File: config.mk
export PLATFORM = sky130hd
export DESIGN_NAME = r200ex_stage_flat
export DESIGN_NICKNAME = d
export VERILOG_FILES = /design/src/rtl/r200_pkg.sv /design/src/rtl/r200ex_stage_if.sv /design/src/rtl/r200ex_mdu.sv /design/src/rtl/r200ex_stage.sv /design/src/flat_wrapper.sv
export SDC_FILE = /design/constraint.sdc
export NUM_CORES = 1
export LEC_CHECK = 0
export BUFFER_PORTS_ARGS = -buffer_cell sky130_fd_sc_hd__buf_2
export CAP_MARGIN = 20
export CORE_ASPECT_RATIO = 1.1
export CORE_MARGIN = 1
export CORE_UTILIZATION = 40
export DETAILED_ROUTE_END_ITERATION = 16
export PLACE_DENSITY = 0.69
export SLEW_MARGIN = 10
export SYNTH_ARGS = -nofsm -noshare
export SYNTH_HDL_FRONTEND = slang
export SYNTH_SLANG_ARGS = --single-unit
File: constraint.sdc
create_clock -name clk -period 5.3 [get_ports clk]
set_input_delay 0.53 -clock clk [delete_from_list [all_inputs] [get_ports clk]]
set_output_delay 0.53 -clock clk [all_outputs]
set_load 0.005 [all_outputs]
File: src/rtl/r200_pkg.sv
// Shared encodings for the r200 execute stage: func3 ALU/branch/MDU selects and FSM states.
package r200_pkg;

  typedef enum logic [1:0] {
    IDLE = 2'd0,
    BUSY = 2'd1,
    DONE = 2'd2
  } ex_state_t;

  localparam logic [2:0] F3_ADD  = 3'b000;
  localparam logic [2:0] F3_SLL  = 3'b001;
  localparam logic [2:0] F3_SLT  = 3'b010;
  localparam logic [2:0] F3_SLTU = 3'b011;
  localparam logic [2:0] F3_XOR  = 3'b100;
  localparam logic [2:0] F3_SRL  = 3'b101;
  localparam logic [2:0] F3_OR   = 3'b110;
  localparam logic [2:0] F3_AND  = 3'b111;

  localparam logic [2:0] F3_BEQ  = 3'b000;
  localparam logic [2:0] F3_BNE  = 3'b001;
  localparam logic [2:0] F3_BLT  = 3'b100;
  localparam logic [2:0] F3_BGE  = 3'b101;
  localparam logic [2:0] F3_BLTU = 3'b110;
  localparam logic [2:0] F3_BGEU = 3'b111;

  localparam logic [2:0] F3_MUL    = 3'b000;
  localparam logic [2:0] F3_MULH   = 3'b001;
  localparam logic [2:0] F3_MULHSU = 3'b010;
  localparam logic [2:0] F3_MULHU  = 3'b011;
  localparam logic [2:0] F3_DIV    = 3'b100;
  localparam logic [2:0] F3_DIVU   = 3'b101;
  localparam logic [2:0] F3_REM    = 3'b110;
  localparam logic [2:0] F3_REMU   = 3'b111;

endpackage

File: src/rtl/r200ex_stage_if.sv
// Operation/result handshake bundle between the issue logic and the r200 execute stage.
interface r200ex_stage_if #(
  parameter int unsigned XLEN = 32
) ();
  logic            in_valid;
  logic            in_ready;
  logic [XLEN-1:0] op1;
  logic [XLEN-1:0] op2;
  logic [2:0]      func3;
  logic            alu_cont;
  logic            is_branch;
  logic            is_mdu;
  logic [XLEN-1:0] jump_imm;
  logic [XLEN-1:0] jump_addimm;
  logic            flush;
  logic            out_valid;
  logic            out_ready;
  logic [XLEN-1:0] alu_res;
  logic [XLEN-1:0] pc_jumptarg;
  logic            willbr;

  modport master (
    output in_valid, op1, op2, func3, alu_cont, is_branch, is_mdu,
           jump_imm, jump_addimm, flush, out_ready,
    input  in_ready, out_valid, alu_res, pc_jumptarg, willbr
  );

  modport slave (
    input  in_valid, op1, op2, func3, alu_cont, is_branch, is_mdu,
           jump_imm, jump_addimm, flush, out_ready,
    output in_ready, out_valid, alu_res, pc_jumptarg, willbr
  );
endinterface

File: src/rtl/r200ex_mdu.sv
// Iterative M-extension unit: shift-add multiply / restoring divide on magnitudes, sign fixed at the end.
module r200ex_mdu
  import r200_pkg::*;
#(
  parameter int unsigned XLEN       = 32,
  parameter int unsigned MDU_CYCLES = XLEN
) (
  input  logic            clk,
  input  logic            rst_n,
  input  logic            start,
  input  logic            kill,
  input  logic [2:0]      func3,
  input  logic [XLEN-1:0] op_a,
  input  logic [XLEN-1:0] op_b,
  output logic            done,
  output logic [XLEN-1:0] result
);
  localparam int unsigned STEPS = (XLEN + MDU_CYCLES - 1) / MDU_CYCLES;
  localparam int unsigned CW    = $clog2(MDU_CYCLES + 1);

  logic              run;
  logic [CW-1:0]     cnt;
  logic [2*XLEN-1:0] p, p_nxt, full;
  logic [XLEN-1:0]   mag_b, a_save, quo, rem, result_nxt;
  logic [2:0]        fn;
  logic              neg_q, neg_r, div0;
  logic [XLEN:0]     t, sum;
  logic              sa, sb, a_neg, b_neg;

  assign sa    = (func3 == F3_MULH) || (func3 == F3_MULHSU) || (func3 == F3_DIV) || (func3 == F3_REM);
  assign sb    = (func3 == F3_MULH) || (func3 == F3_DIV) || (func3 == F3_REM);
  assign a_neg = sa && op_a[XLEN-1];
  assign b_neg = sb && op_b[XLEN-1];
  assign done  = run && (cnt == CW'(MDU_CYCLES - 1));

  // p is {product_hi, product_lo} for multiply and {remainder, quotient} for divide
  always_comb begin
    p_nxt = p;
    t     = '0;
    sum   = '0;
    for (int unsigned s = 0; s < STEPS; s++) begin
      if (32'(cnt) * STEPS + s < XLEN) begin
        if (fn[2]) begin
          t = p_nxt[2*XLEN-1:XLEN-1];
          if (t >= {1'b0, mag_b}) begin
            t     = t - {1'b0, mag_b};
            p_nxt = {t[XLEN-1:0], p_nxt[XLEN-2:0], 1'b1};
          end else begin
            p_nxt = {t[XLEN-1:0], p_nxt[XLEN-2:0], 1'b0};
          end
        end else begin
          sum   = {1'b0, p_nxt[2*XLEN-1:XLEN]} + (p_nxt[0] ? {1'b0, mag_b} : '0);
          p_nxt = {sum, p_nxt[XLEN-1:1]};
        end
      end
    end
  end

  always_comb begin
    full       = neg_q ? -p_nxt : p_nxt;
    quo        = neg_q ? -p_nxt[XLEN-1:0] : p_nxt[XLEN-1:0];
    rem        = neg_r ? -p_nxt[2*XLEN-1:XLEN] : p_nxt[2*XLEN-1:XLEN];
    result_nxt = '0;
    if (!fn[2]) begin
      result_nxt = (fn == F3_MUL) ? full[XLEN-1:0] : full[2*XLEN-1:XLEN];
    end else if (div0) begin
      result_nxt = fn[1] ? a_save : '1;
    end else begin
      result_nxt = fn[1] ? rem : quo;
    end
  end

  always_ff @(posedge clk or negedge rst_n) begin
    if (!rst_n) begin
      run    <= 1'b0;
      cnt    <= '0;
      p      <= '0;
      mag_b  <= '0;
      a_save <= '0;
      fn     <= '0;
      neg_q  <= 1'b0;
      neg_r  <= 1'b0;
      div0   <= 1'b0;
      result <= '0;
    end else if (kill) begin
      run <= 1'b0;
      cnt <= '0;
    end else if (start) begin
      run    <= 1'b1;
      cnt    <= '0;
      p      <= {{XLEN{1'b0}}, (a_neg ? -op_a : op_a)};
      mag_b  <= b_neg ? -op_b : op_b;
      a_save <= op_a;
      fn     <= func3;
      neg_q  <= a_neg ^ b_neg;
      neg_r  <= a_neg;
      div0   <= (op_b == '0);
    end else if (run) begin
      p <= p_nxt;
      if (done) begin
        run    <= 1'b0;
        cnt    <= '0;
        result <= result_nxt;
      end else begin
        cnt <= cnt + 1'b1;
      end
    end
  end
endmodule

File: src/rtl/r200ex_stage.sv
// r200 execute stage: single-cycle ALU/branch/jump-target with registered output handshake.
// Optional iterative multiply/divide enabled by defining R200EX_MDU_EN.
module r200ex_stage
  import r200_pkg::*;
#(
  parameter int unsigned XLEN       = 32,
  parameter int unsigned MDU_CYCLES = XLEN
) (
  input logic           clk,
  input logic           rst_n,
  r200ex_stage_if.slave ex
);
  localparam int unsigned SHW = $clog2(XLEN);

  ex_state_t       state, state_nxt;
  logic            busy, accept, out_fire, mdu_go, mdu_done;
  logic            valid_q, valid_nxt;
  logic [XLEN-1:0] alu_val, alu_q, pc_q, mdu_res;
  logic            br_val, br_q;
  logic [SHW-1:0]  shamt;

  assign busy         = (state == BUSY);
  assign ex.in_ready  = rst_n && !ex.flush && !busy && (!valid_q || ex.out_ready);
  assign accept       = ex.in_valid && ex.in_ready;
  assign out_fire     = valid_q && ex.out_ready;
  assign shamt        = ex.op2[SHW-1:0];

  assign ex.out_valid   = valid_q;
  assign ex.alu_res     = (state == DONE) ? mdu_res : alu_q;
  assign ex.pc_jumptarg = pc_q;
  assign ex.willbr      = br_q;

`ifdef R200EX_MDU_EN
  assign mdu_go = accept && ex.is_mdu;

  r200ex_mdu #(
    .XLEN      (XLEN),
    .MDU_CYCLES(MDU_CYCLES)
  ) u_mdu (
    .clk   (clk),
    .rst_n (rst_n),
    .start (mdu_go),
    .kill  (ex.flush),
    .func3 (ex.func3),
    .op_a  (ex.op1),
    .op_b  (ex.op2),
    .done  (mdu_done),
    .result(mdu_res)
  );
`else
  localparam int unsigned unused_mdu_cycles = MDU_CYCLES;
  logic unused_is_mdu;
  assign unused_is_mdu = ex.is_mdu;
  assign mdu_go        = 1'b0;
  assign mdu_done      = 1'b0;
  assign mdu_res       = '0;
`endif

  always_comb begin
    alu_val = '0;
    unique case (ex.func3)
      F3_ADD:  alu_val = ex.alu_cont ? ex.op1 - ex.op2 : ex.op1 + ex.op2;
      F3_SLL:  alu_val = ex.op1 << shamt;
      F3_SLT:  alu_val[0] = $signed(ex.op1) < $signed(ex.op2);
      F3_SLTU: alu_val[0] = ex.op1 < ex.op2;
      F3_XOR:  alu_val = ex.op1 ^ ex.op2;
      F3_SRL:  alu_val = ex.alu_cont ? $unsigned($signed(ex.op1) >>> shamt) : ex.op1 >> shamt;
      F3_OR:   alu_val = ex.op1 | ex.op2;
      F3_AND:  alu_val = ex.op1 & ex.op2;
      default: alu_val = '0;
    endcase
  end

  always_comb begin
    br_val = 1'b0;
    unique case (ex.func3)
      F3_BEQ:  br_val = ex.op1 == ex.op2;
      F3_BNE:  br_val = ex.op1 != ex.op2;
      F3_BLT:  br_val = $signed(ex.op1) < $signed(ex.op2);
      F3_BGE:  br_val = $signed(ex.op1) >= $signed(ex.op2);
      F3_BLTU: br_val = ex.op1 < ex.op2;
      F3_BGEU: br_val = ex.op1 >= ex.op2;
      default: br_val = 1'b0;
    endcase
  end

  // flush overrides both the output handshake and MDU completion
  always_comb begin
    state_nxt = state;
    valid_nxt = valid_q;
    unique case (state)
      IDLE: if (mdu_go) state_nxt = BUSY;
      BUSY: if (mdu_done) state_nxt = DONE;
      DONE: if (out_fire) state_nxt = mdu_go ? BUSY : IDLE;
      default: state_nxt = IDLE;
    endcase
    if (accept && !mdu_go)   valid_nxt = 1'b1;
    else if (busy && mdu_done) valid_nxt = 1'b1;
    else if (out_fire)       valid_nxt = 1'b0;
    if (ex.flush) begin
      state_nxt = IDLE;
      valid_nxt = 1'b0;
    end
  end

  always_ff @(posedge clk or negedge rst_n) begin
    if (!rst_n) begin
      state   <= IDLE;
      valid_q <= 1'b0;
      alu_q   <= '0;
      pc_q    <= '0;
      br_q    <= 1'b0;
    end else begin
      state   <= state_nxt;
      valid_q <= valid_nxt;
      if (accept) begin
        alu_q <= alu_val;
        pc_q  <= ex.jump_imm + ex.jump_addimm;
        br_q  <= ex.is_branch && br_val;
      end
    end
  end
endmodule

File: src/flat_wrapper.sv
// flat-port wrapper written by rule: the top's interface ports become plain ports
module r200ex_stage_flat import r200_pkg::*;
#(
  parameter int unsigned XLEN       = 32,
  parameter int unsigned MDU_CYCLES = XLEN
)
  (clk, rst_n, ex_in_valid, ex_op1, ex_op2, ex_func3, ex_alu_cont, ex_is_branch, ex_is_mdu, ex_jump_imm, ex_jump_addimm, ex_flush, ex_out_ready, ex_in_ready, ex_out_valid, ex_alu_res, ex_pc_jumptarg, ex_willbr);
  r200ex_stage_if #(.XLEN(XLEN)) ex_i ();
  input logic clk;
  input logic rst_n;
  input wire logic [$bits(ex_i.in_valid)-1:0] ex_in_valid;
  input wire logic [$bits(ex_i.op1)-1:0] ex_op1;
  input wire logic [$bits(ex_i.op2)-1:0] ex_op2;
  input wire logic [$bits(ex_i.func3)-1:0] ex_func3;
  input wire logic [$bits(ex_i.alu_cont)-1:0] ex_alu_cont;
  input wire logic [$bits(ex_i.is_branch)-1:0] ex_is_branch;
  input wire logic [$bits(ex_i.is_mdu)-1:0] ex_is_mdu;
  input wire logic [$bits(ex_i.jump_imm)-1:0] ex_jump_imm;
  input wire logic [$bits(ex_i.jump_addimm)-1:0] ex_jump_addimm;
  input wire logic [$bits(ex_i.flush)-1:0] ex_flush;
  input wire logic [$bits(ex_i.out_ready)-1:0] ex_out_ready;
  output wire logic [$bits(ex_i.in_ready)-1:0] ex_in_ready;
  output wire logic [$bits(ex_i.out_valid)-1:0] ex_out_valid;
  output wire logic [$bits(ex_i.alu_res)-1:0] ex_alu_res;
  output wire logic [$bits(ex_i.pc_jumptarg)-1:0] ex_pc_jumptarg;
  output wire logic [$bits(ex_i.willbr)-1:0] ex_willbr;
  assign ex_i.in_valid = ex_in_valid;
  assign ex_i.op1 = ex_op1;
  assign ex_i.op2 = ex_op2;
  assign ex_i.func3 = ex_func3;
  assign ex_i.alu_cont = ex_alu_cont;
  assign ex_i.is_branch = ex_is_branch;
  assign ex_i.is_mdu = ex_is_mdu;
  assign ex_i.jump_imm = ex_jump_imm;
  assign ex_i.jump_addimm = ex_jump_addimm;
  assign ex_i.flush = ex_flush;
  assign ex_i.out_ready = ex_out_ready;
  assign ex_in_ready = ex_i.in_ready;
  assign ex_out_valid = ex_i.out_valid;
  assign ex_alu_res = ex_i.alu_res;
  assign ex_pc_jumptarg = ex_i.pc_jumptarg;
  assign ex_willbr = ex_i.willbr;
  r200ex_stage #(.XLEN(XLEN), .MDU_CYCLES(MDU_CYCLES)) u_core (.clk(clk), .rst_n(rst_n), .ex(ex_i));
endmodule
==> qor.yml <==
run_status:
  outcome: "finished, final reports clean"
floorplanning:
  die_y_microns: 188.9
  die_x_microns: 171.9
  floorplan.die_area_sq_um: 32460
  rows: 68
  core_area_sq_um: 31310
  io_pins: 206
  floorplan.initialDensity_pct: 40.56
drt:
  drt_iter0_drc: 1862
  drc_errors: 0
  dr.pass1.iters: 8
  wl_per_cell_microns: 22.21
  route.antenna.remaining_nets: 0
  routed-via-count: 14210
  finalWirelength_mm: 50.57
  detail_route.vias_per_cell: 6.242
grt:
  first_global_vias: 12990
  grt_pass1_wl_mm: 76.02
  grtUsageTotal_pct: 30.42
  grt_start_max_net_pins: 75
  overflow: 0
  antenna_found_initial: 0
cts:
  clock_latency_ns: 0.34
  hold_buffer_count_at_cts: 0
  cts-root-buf: "sky130_fd_sc_hd__clkbuf_16"
  cts_num_sinks: 66
  postCtsSetupRepairBufs: 0
  cts.path.max_buffers: 2
  cts.repair.resized: 0
  tritoncts: "done"
  worst_setup_hold_path_clk_slew_ns: 0.06
  cts_htree_levels: 3
  cts-buffers-inserted: 9
logic_synthesis:
  syn_avg_cell_area_sq_um: 7.315
  yosys.area.top_type: "sky130_fd_sc_hd__dfrtp_1"
  synth.distinct_cells: 86
  synth_edf_count: 0
  postSynthNetCount: 2006
  synth_ff_type: "sky130_fd_sc_hd__dfrtp_1"
  postSynth.asyncResetShare_pct: 100.0
  ys_top_cells_by_area: "sky130_fd_sc_hd__dfrtp_1 (13%), sky130_fd_sc_hd__ha_1 (13%), sky130_fd_sc_hd__mux4_2 (6.9%)"
  yosysWarnings: 0
  synthMostInstantiatedCell: "sky130_fd_sc_hd__nand2_1"
  netlist_area_sq_um: 12700
  synth_largest_type_area_fraction_pct: 13.01
  ys_ff_latch: 66
  yosysSeqAreaShare_pct: 13.01
  synth_top_cells_by_count: "sky130_fd_sc_hd__nand2_1 (178), sky130_fd_sc_hd__a21oi_1 (168), sky130_fd_sc_hd__nor2_1 (152)"
  netlist_instances: 1736
timing:
  fin_skew_ns: 0.003654
  worst_slew_margin_rel_pct: 42.17
  finalMaxSlewViolations: 0
  fmax_ghz: 0.2673
  hold_violations: 0
  fin_crit_ns: 3.741
  fin_setup_tns_ns: 0
  tightestPinTransition_ns: 0.8674
  final_number_of_setup_violating_endpoints: 0
  rsz0062_at_grt: "false"
  final_min_period_over_clock_period_pct: 70.59
critical_path:
  critical_path_cell_count: 13
  crit_arrival_ns: 4.00
  rrSetupSlack_ns: 2.79
  worst-r2r-cell-count: 8
  cp_slowest_stage_delay_ns: 0.46
  critical_path.endpoint_type: "flop"
  timing.critical_path.from_type: "input port"
  critical_path.most_common_cell: "sky130_fd_sc_hd__o21ai_1"
  timing.critical_path.max_delay_family: "compound AO/OA/AOI/OAI gates"
  critical_path.cell_chain: "buf_4, ha_1, inv_1, fa_1, nor2b_1, o21ai_1, a32oi_2, o22ai_2, o21ai_1, a21oi_1, o211a_1, nand4_1, a31oi_1"
  critPathLaunch: "ex_op2[0]"
  timing.critical_path.to: "u_core.alu_q[0]"
  critPathRequiredTime_ns: 5.55
  worst-path-max-fanout: 33
  worstSetupPathType: "in -> reg"
  regToRegEndpoint: "u_core.alu_q[28]"
  worst_r2r_startpoint: "u_core.ex.out_valid"
  cp.buffers_inverters: 2
  cpMaxStageDelayCell: "sky130_fd_sc_hd__o22ai_2"
place:
  placed_cells: 2261
  globalplace.congestion: 1.015
  hpwlAfterDp_mm: 39.40
  place.port_buffers: 204
final_layout:
  antennaDiodeCount: 0
  finish.utilization_pct: 45.43
  design.final.nets: 2123
  area_delta_synth_final_pct: 12.01
  drive_gt1_share_pct: 17.34
  fin_cells: 2277
power:
  power.density_nw_per_um2: 200.1
  vdd_ir_drop_max_uv: 143.5
  p_leak_nw: 6.596
run:
  timing.max_cap.violations: 0
worst_hold_path:
  hold_class: "in -> async"
[sequential cells by signal, summed over array words and instances, names as in the netlist]
| register | flops |
|---|---|
| u_core.ex.willbr | 1 |
| u_core.alu_q | 32 |
| u_core.ex.out_valid | 1 |
| u_core.ex.pc_jumptarg | 32 |
[stage by stage]
stage	area (sq um)	hold WS [ns]	setup slack [ns]	power, mW
finish	14220	0.1023	1.559	2.846
floorplan	12700	0.2344	1.467	1.632
CTS	14220	0.1000	1.703	2.822
global placement	13910	0.4575	1.377	2.169
global route	14220	0.1153	1.414	3.024
detailed placement	13910	0.4642	1.359	2.185
[power breakdown]
part | internal (mW) | total [mW] | switching (mW) | leakage (nW)
clock network | 0.400 | 0.628 | 0.228 | 0.152
registers | 0.615 | 0.679 | 0.0635 | 0.823
logic | 0.587 | 1.54 | 0.952 | 5.62
[how the worst min path moves through the flow]
stage / startpoint / endpoint
final: rst_n / u_core.ex.pc_jumptarg[22]
after global routing: rst_n / u_core.ex.pc_jumptarg[22]
after CTS: rst_n / u_core.ex.pc_jumptarg[29]
after detailed placement: rst_n / u_core.ex.pc_jumptarg[29]
after global placement: rst_n / u_core.ex.pc_jumptarg[22]
after floorplan: rst_n / u_core.alu_q[0]
[cells in the final DEF, fill, tap and decap left out, types with 21 or more instances in the layout]
cell type,count
sky130_fd_sc_hd__a211oi_1,25
sky130_fd_sc_hd__a21o_1,24
sky130_fd_sc_hd__mux2i_1,78
sky130_fd_sc_hd__nor3_1,41
sky130_fd_sc_hd__nor2_1,151
sky130_fd_sc_hd__buf_4,25
sky130_fd_sc_hd__o21ai_1,24
sky130_fd_sc_hd__a21oi_1,168
sky130_fd_sc_hd__nand2_1,177
sky130_fd_sc_hd__inv_1,131
sky130_fd_sc_hd__a31oi_1,21
sky130_fd_sc_hd__dfrtp_1,66
sky130_fd_sc_hd__ha_1,128
sky130_fd_sc_hd__xnor2_1,36
sky130_fd_sc_hd__mux4_2,39
sky130_fd_sc_hd__buf_2,203
sky130_fd_sc_hd__o21ai_0,142
sky130_fd_sc_hd__nand3_1,33
[layer usage]
metal	part of all wire, %	wire length (microns)	global-route usage, %	up-vias
met1	40	20270	40.01	6683
met4	4.6	2307	13.78	0
met2	46	23130	49.33	867
met3	9.6	4861	3.846	113
met5	0	0	0	-
li1	-	-	-	6551
[final cells by class]
class                   instances  area, sq um
multi-input cells            1410        10020
clock buffers                  13        270.3
fillers                      3313        17090
repair buffers                228         1204
flip-flops and latches         66         1652
clock inverters                 2        35.03
well taps                     420        525.5
inverters                     138        520.5
[cell families after synthesis]
kind of cell / count (synthesis) / share of synthesized area, %
AO/OA/AOI/OAI: 602 / 30.44
AND/OR/NAND/NOR: 491 / 17.14
buffers and inverters: 260 / 8.227
multiplexers: 131 / 14.31
adder cells (fa/ha/maj): 131 / 13.09
flip-flops: 66 / 13.01
XOR/XNOR: 55 / 3.793
Power figures use the tool's default switching activity.
